## src/rtl/mbist_pkg.sv

```systemverilog
// Shared definitions for the March C- BIST controller: FSM encoding,
// the per-element March table and the memory read latency.
package mbist_pkg;

    typedef enum logic [2:0] {
        ST_IDLE  = 3'd0,
        ST_SETUP = 3'd1,
        ST_RUN   = 3'd2,
        ST_DRAIN = 3'd3,
        ST_DONE  = 3'd4
    } state_t;

    localparam int NUM_ELEM = 6;
    localparam int READ_LAT = 2;
    localparam logic [2:0] ELEM_LAST = 3'd5;

    // One bit per element, bit index = element number (E0 is bit 0).
    // E0 up(w0) E1 up(r0,w1) E2 up(r1,w0) E3 down(r0,w1) E4 down(r1,w0) E5 up(r0)
    localparam logic [NUM_ELEM-1:0] EL_DOWN      = 6'b011000;
    localparam logic [NUM_ELEM-1:0] EL_HAS_READ  = 6'b111110;
    localparam logic [NUM_ELEM-1:0] EL_RBG       = 6'b010100;
    localparam logic [NUM_ELEM-1:0] EL_HAS_WRITE = 6'b011111;
    // E5 has no write; its background matches E4 so mem_wdata stays put.
    localparam logic [NUM_ELEM-1:0] EL_WBG       = 6'b001010;

    function automatic logic el_two_op(input logic [2:0] elem);
        return EL_HAS_READ[elem] & EL_HAS_WRITE[elem];
    endfunction

endpackage

```

## src/rtl/mbist_rd_cmp.sv

```systemverilog
// Read-latency alignment pipe, read-data comparator and first-failure capture
// with a saturating miscompare counter.
module mbist_rd_cmp
    import mbist_pkg::*;
#(
    parameter int DATA_WIDTH = 8,
    parameter int ADDR_WIDTH = 4
) (
    input  logic                  clk,
    input  logic                  rst,
    input  logic                  clear,
    input  logic                  flush,
    input  logic                  in_valid,
    input  logic [DATA_WIDTH-1:0] in_exp,
    input  logic [ADDR_WIDTH-1:0] in_addr,
    input  logic [2:0]            in_elem,
    input  logic [DATA_WIDTH-1:0] rdata,
    output logic                  miscmp,
    output logic                  fail,
    output logic [7:0]            fail_count,
    output logic [ADDR_WIDTH-1:0] fail_addr,
    output logic [2:0]            fail_elem,
    output logic [DATA_WIDTH-1:0] fail_data
);

    logic [READ_LAT-1:0]   vld_r;
    logic [DATA_WIDTH-1:0] exp_r  [READ_LAT];
    logic [ADDR_WIDTH-1:0] addr_r [READ_LAT];
    logic [2:0]            elem_r [READ_LAT];

    // Shift issued-read info so it meets its data on mem_rdata.
    always_ff @(posedge clk) begin
        if (rst || clear || flush) begin
            vld_r <= '0;
            for (int i = 0; i < READ_LAT; i++) begin
                exp_r[i]  <= '0;
                addr_r[i] <= '0;
                elem_r[i] <= 3'd0;
            end
        end else begin
            vld_r[0]  <= in_valid;
            exp_r[0]  <= in_exp;
            addr_r[0] <= in_addr;
            elem_r[0] <= in_elem;
            for (int i = 1; i < READ_LAT; i++) begin
                vld_r[i]  <= vld_r[i-1];
                exp_r[i]  <= exp_r[i-1];
                addr_r[i] <= addr_r[i-1];
                elem_r[i] <= elem_r[i-1];
            end
        end
    end

    assign miscmp = vld_r[READ_LAT-1] && (rdata != exp_r[READ_LAT-1]);

    // Sticky fail flag, saturating count, and first-failure snapshot.
    always_ff @(posedge clk) begin
        if (rst || clear) begin
            fail       <= 1'b0;
            fail_count <= 8'd0;
            fail_addr  <= '0;
            fail_elem  <= 3'd0;
            fail_data  <= '0;
        end else if (miscmp) begin
            fail <= 1'b1;
            if (fail_count != 8'hFF) begin
                fail_count <= fail_count + 8'd1;
            end else begin
                fail_count <= fail_count;
            end
            if (!fail) begin
                fail_addr <= addr_r[READ_LAT-1];
                fail_elem <= elem_r[READ_LAT-1];
                fail_data <= rdata;
            end else begin
                fail_addr <= fail_addr;
                fail_elem <= fail_elem;
                fail_data <= fail_data;
            end
        end else begin
            fail <= fail;
        end
    end

endmodule

```

## src/rtl/mbist_march_ctrl.sv

```systemverilog
// March C- BIST sequencer for one single-port memory: element/address/op
// sequencing, registered memory commands and pass/fail reporting.
module mbist_march_ctrl
    import mbist_pkg::*;
#(
    parameter int DATA_WIDTH   = 8,
    parameter int ADDR_WIDTH   = 4,
    parameter int ADDR_LAST    = 2**ADDR_WIDTH - 1,
    parameter bit STOP_ON_FAIL = 1'b0
) (
    input  logic                  clk,
    input  logic                  rst,
    input  logic                  start,
    output logic                  busy,
    output logic                  done,
    output logic                  fail,
    output logic [7:0]            fail_count,
    output logic [ADDR_WIDTH-1:0] fail_addr,
    output logic [2:0]            fail_elem,
    output logic [DATA_WIDTH-1:0] fail_data,
    output logic                  mem_write_read,
    output logic [ADDR_WIDTH-1:0] mem_address,
    output logic [DATA_WIDTH-1:0] mem_wdata,
    input  logic [DATA_WIDTH-1:0] mem_rdata
);

    localparam logic [ADDR_WIDTH-1:0] ADDR_LAST_V = ADDR_WIDTH'(ADDR_LAST);
    localparam logic [ADDR_WIDTH-1:0] ADDR_ONE    = ADDR_WIDTH'(1);

    state_t                state_r, state_n;
    logic [2:0]            elem_r, elem_n, elem_nx_s;
    logic [ADDR_WIDTH-1:0] addr_r, addr_n, end_addr_s;
    logic                  phase_r, phase_n;
    logic                  op_last_s, run_n_s, op_wr_n_s;
    logic                  clear_s, flush_s, miscmp_s;
    logic                  rd_valid_r;
    logic [DATA_WIDTH-1:0] rd_exp_r;

    // phase_r: 0 = read slot, 1 = write slot; in DRAIN it counts the two cycles.
    assign op_last_s  = ~el_two_op(elem_r) | phase_r;
    assign end_addr_s = EL_DOWN[elem_r] ? '0 : ADDR_LAST_V;
    assign run_n_s    = (state_n == ST_RUN);
    assign op_wr_n_s  = EL_HAS_READ[elem_n] ? phase_n : 1'b1;

    // Next-state, counter update and stop-on-fail override.
    always_comb begin
        state_n   = state_r;
        elem_n    = elem_r;
        addr_n    = addr_r;
        phase_n   = phase_r;
        clear_s   = 1'b0;
        flush_s   = 1'b0;
        elem_nx_s = elem_r + 3'd1;
        case (state_r)
            ST_IDLE, ST_DONE: begin
                if (start) begin
                    state_n = ST_SETUP;
                    elem_n  = 3'd0;
                    addr_n  = '0;
                    phase_n = 1'b0;
                    clear_s = 1'b1;
                end else begin
                    state_n = state_r;
                end
            end
            ST_SETUP: begin
                state_n = ST_RUN;
            end
            ST_RUN: begin
                if (!op_last_s) begin
                    phase_n = 1'b1;
                end else if (addr_r != end_addr_s) begin
                    phase_n = 1'b0;
                    addr_n  = EL_DOWN[elem_r] ? (addr_r - ADDR_ONE) : (addr_r + ADDR_ONE);
                end else if (elem_r == ELEM_LAST) begin
                    phase_n = 1'b0;
                    state_n = ST_DRAIN;
                end else begin
                    phase_n = 1'b0;
                    elem_n  = elem_nx_s;
                    addr_n  = EL_DOWN[elem_nx_s] ? ADDR_LAST_V : '0;
                end
            end
            ST_DRAIN: begin
                if (phase_r) begin
                    state_n = ST_DONE;
                    phase_n = 1'b0;
                end else begin
                    phase_n = 1'b1;
                end
            end
            default: begin
                state_n = ST_IDLE;
            end
        endcase
        if (STOP_ON_FAIL && miscmp_s) begin
            state_n = ST_DONE;
            flush_s = 1'b1;
        end else begin
            flush_s = 1'b0;
        end
    end

    // State, counters and registered memory command / status outputs.
    always_ff @(posedge clk) begin
        if (rst) begin
            state_r        <= ST_IDLE;
            elem_r         <= 3'd0;
            addr_r         <= '0;
            phase_r        <= 1'b0;
            mem_write_read <= 1'b0;
            mem_wdata      <= '0;
            rd_valid_r     <= 1'b0;
            rd_exp_r       <= '0;
            busy           <= 1'b0;
            done           <= 1'b0;
        end else begin
            state_r        <= state_n;
            elem_r         <= elem_n;
            addr_r         <= addr_n;
            phase_r        <= phase_n;
            mem_write_read <= run_n_s & op_wr_n_s;
            rd_valid_r     <= run_n_s & ~op_wr_n_s;
            rd_exp_r       <= {DATA_WIDTH{EL_RBG[elem_n]}};
            busy           <= (state_n == ST_SETUP) || (state_n == ST_RUN) || (state_n == ST_DRAIN);
            done           <= (state_n == ST_DONE);
            // Background changes only on element entry, ahead of that element's first write.
            if (state_n == ST_SETUP) begin
                mem_wdata <= '0;
            end else if (run_n_s) begin
                mem_wdata <= {DATA_WIDTH{EL_WBG[elem_n]}};
            end else begin
                mem_wdata <= mem_wdata;
            end
        end
    end

    assign mem_address = addr_r;

    mbist_rd_cmp #(
        .DATA_WIDTH (DATA_WIDTH),
        .ADDR_WIDTH (ADDR_WIDTH)
    ) u_rd_cmp (
        .clk        (clk),
        .rst        (rst),
        .clear      (clear_s),
        .flush      (flush_s),
        .in_valid   (rd_valid_r),
        .in_exp     (rd_exp_r),
        .in_addr    (addr_r),
        .in_elem    (elem_r),
        .rdata      (mem_rdata),
        .miscmp     (miscmp_s),
        .fail       (fail),
        .fail_count (fail_count),
        .fail_addr  (fail_addr),
        .fail_elem  (fail_elem),
        .fail_data  (fail_data)
    );

endmodule
```

## config.mk

```make
export PLATFORM = sky130hd
export DESIGN_NAME = mbist_march_ctrl
export DESIGN_NICKNAME = d
export VERILOG_FILES = /design/src/rtl/mbist_pkg.sv /design/src/rtl/mbist_rd_cmp.sv /design/src/rtl/mbist_march_ctrl.sv
export SDC_FILE = /design/constraint.sdc
export NUM_CORES = 1
export LEC_CHECK = 0
export ABC_AREA = 0
export BUFFER_PORTS_ARGS = -buffer_cell sky130_fd_sc_hd__buf_2
export CORE_ASPECT_RATIO = 0.5
export CORE_MARGIN = 2
export CORE_UTILIZATION = 36
export DETAILED_ROUTE_END_ITERATION = 10
export PLACE_DENSITY = 0.56
export SETUP_SLACK_MARGIN = 0.3
export SLEW_MARGIN = 30
export SYNTH_ARGS = -nofsm -noshare
export SYNTH_HDL_FRONTEND = slang
export SYNTH_HIERARCHICAL = 1
export SYNTH_SLANG_ARGS = --single-unit
```

## constraint.sdc

```tcl
create_clock -name clk -period 1.7 [get_ports clk]
set_clock_uncertainty 0.15 [all_clocks]
set_input_delay 0.17 -clock clk [delete_from_list [all_inputs] [get_ports clk]]
set_output_delay 0.17 -clock clk [all_outputs]
set_load 0.005 [all_outputs]
```

==> impl_metrics.tcl <==
set metrics [dict create \
    cts_buffers 9 \
    wl_per_cell_um 13.5 \
    root_buffer "clkbuf_16" \
    cts_tree "done" \
    core_mm2 0.00817 \
    ir_worst_vdd_v 0.000521 \
    placed_cell_area_mm2 0.00379 \
    setup_viol 15 \
    ys_seq_area_share_pct 49.1 \
    drv_slew 0 \
    violations "negative setup slack" \
    dieArea_mm2 0.00941 \
    ios 50 \
    vias 2499 \
    die_width_um 135 \
    grt_max_degree 18 \
    portBuffers 49 \
    clkLatencyLatePin_ps 330 \
    hold_viol 0 \
    antenna_found_initial 0 \
    gp_congestion 0.794 \
    reg2reg_slack_ps -160 \
    worstPathArrival_ps 1930 \
    cts_buffer_depth 2 \
    initial_core_util_pct 37.9 \
    std_cell_rows 23 \
    synth_cells 314 \
    worstPathRequired_ps 1770 \
    synth_area_mm2 0.00310 \
    grt_pass1_vias 2452 \
    synth_area_per_cell_um2 9.87 \
    synth_cell_types 57 \
    timing.fmax_mhz 537 \
    dp_hpwl_mm 4.67 \
    period_minus_slack_ps 1860 \
    synth.most_common_cell "dfxtp_1" \
    setup_tns_ps -1410 \
    synth_top_area_cell "dfxtp_1" \
    drtPass1Iterations 4 \
    synth_area_leaders "dfxtp_1 49%, and2_1 6.5%, mux2i_1 3.9%" \
    ys.flop_type "dfxtp_1" \
    hold_class "input port to register" \
    startpoint_type "register" \
    design_area_mm2 0.00460 \
    synthArstFlopShare_pct 0 \
    syn2layout_area_growth_pct 48.4 \
    status "complete, but fails checks" \
    power.density_mw_per_mm2 892 \
    timing.max_cap.violations 0 \
    diodes 0 \
    layout.nets 428 \
    postSynthNetCount 332 \
    worstPathMaxFanout 5 \
    finalWorstSetupSlack_ps -163 \
    worstSetupPathType "register to register" \
    drive_above_1_share_pct 51.6 \
    rsz0062_at_grt "true" \
    avgViaCountPerCell 4.74 \
    synth_common_cells "76 x dfxtp_1, 32 x and2_1, 29 x nand2_1" \
    placed_cells 488 \
    drt-total-wl_mm 7.14 \
    worstSetupEndpointType "register" \
    die_y_um 69.6 \
    yosys.area.top_type_share_pct 49.1 \
    grt_pass1_wl_mm 12.1 \
    synth_edf_count 0 \
    grt_use_total_pct 16.3 \
    drc 0 \
    htree_levels 3 \
    grt-ovfl-total 0 \
    clk_pin_slew_ps 60 \
    ys_ff_latch 76 \
    yosys_warnings 6 \
    n_fill_cell 717 \
    leakagePower_nw 1.96 \
    ant_nets 0 \
    cts.sinks 76 \
    finalNonFillerCells 527 \
    drt_iter0_markers 102 \
    period_share_pct 110 \
]
-- through the flow --
step                      utilization [%]  power (W)  hold WS, ps  worst slack, ps
final                                56.3    0.00410         70.4             -163
after global routing                 56.3    0.00430         93.7             -235
after CTS                            54.7    0.00416         61.2             -168
after detailed placement             46.4    0.00205          262             -220
after global placement               46.4    0.00204          259             -154
after floorplan                         -    0.00197          167            -55.1
-- placed cells by master (no fill, tap or decap), types with 3 or more instances in the layout --
cell           instances
a21oi_1                5
a21oi_2                6
a31o_1                 3
a41o_1                 3
and2_1                11
and2_4                21
buf_2                 49
buf_4                 32
buf_6                 11
clkbuf_16             10
dfxtp_1               62
dfxtp_2                9
dfxtp_4                5
dlygate4sd3_1          8
ha_4                   3
inv_1                  7
inv_6                  3
mux2i_1               11
nand2_1               25
nand2_2                4
nand3_1                3
nand3_2                8
nand4_1                3
nor2_1                21
nor2_4                 6
nor3_2                 4
o21ai_1                4
o21ai_2                4
xor2_1                 6
xor2_2                 4
-- logic make-up (layout without fill, tap and decap cells) --
logic type | after synthesis | in the layout | synth area share (%)
AO/OA/AOI/OAI | 49 | 50 | 11.9
AND/OR/NAND/NOR | 128 | 130 | 23.4
adder cells (fa/ha/maj) | 7 | 7 | 3.07
other | 1 | 1 | 0.121
buffers and inverters | 29 | 127 | 5.13
multiplexers | 12 | 12 | 3.88
flip-flops | 76 | 76 | 49.1
XOR/XNOR | 12 | 12 | 3.39
-- final cells by class --
class	instances	area (um2)	share of cell area (%)
tap	112	140	3.05
sequential	76	1550	33.7
multi-input combinational	212	1810	39.4
timing repair buffer	102	729	15.9
clock buffer	11	264	5.74
clock inverter	5	63.8	1.39
inverter	9	36.3	0.789
-- registers in the layout (all words and copies together) (netlist names), 2 cells and up, named ones only --
name and cells:
u_rd_cmp/vld_r 2, u_rd_cmp/fail_data 8, u_rd_cmp/fail_count 8, u_rd_cmp/fail_addr 4
u_rd_cmp/addr_r 8, u_rd_cmp/fail_elem 3, elem_r 3, u_rd_cmp/exp_r 16
u_rd_cmp/elem_r 6, mem_address 4, state_r 3
-- where the power goes --
group	internal, W	switching (W)	leakage [nW]	total (W)
registers	0.00179	0.00000856	0.621	0.00180
logic	0.000122	0.000161	1.18	0.000283
clock network	0.00128	0.000742	0.158	0.00202
total	0.00319	0.000912	1.96	0.00410
-- routing by layer --
metal	up-vias	GRT usage [%]	part of all wire (%)
met1	1202	21.4	49
met2	41	25.5	46
met3	2	5.77	3.9
li1	1254	-	-
met5	-	0	0
met4	0	4.51	0.56
-- path summary, 6_finish.rpt --
kind,start,to,depth (start not counted)
max,register,register,6
min,start,state_r[2],3
max reg2reg,register,register,6
min reg2reg,u_rd_cmp/addr_r[0][1],u_rd_cmp/addr_r[1][1],1
-- critical path, cell delays in order, from the launching register on --
cell and delay, ps:
dfxtp_4 370, and3b_4 330, o211ai_4 120, nor4b_4 310
a211o_1 230, nor3_1 60, a31o_1 200
-- repair_timing --
action | 4_1_cts | 5_1_grt
pin swaps | 30 | 13
buffers inserted | 9 | 2
endpoints found under the setup margin | 72 | 73
gates resized for setup | 38 | 34
gates cloned | 4 | 0
hold buffers | 8 | 0
hold endpoints to repair | 8 | 0
No activity file was read; power rests on OpenSTA's default activity.
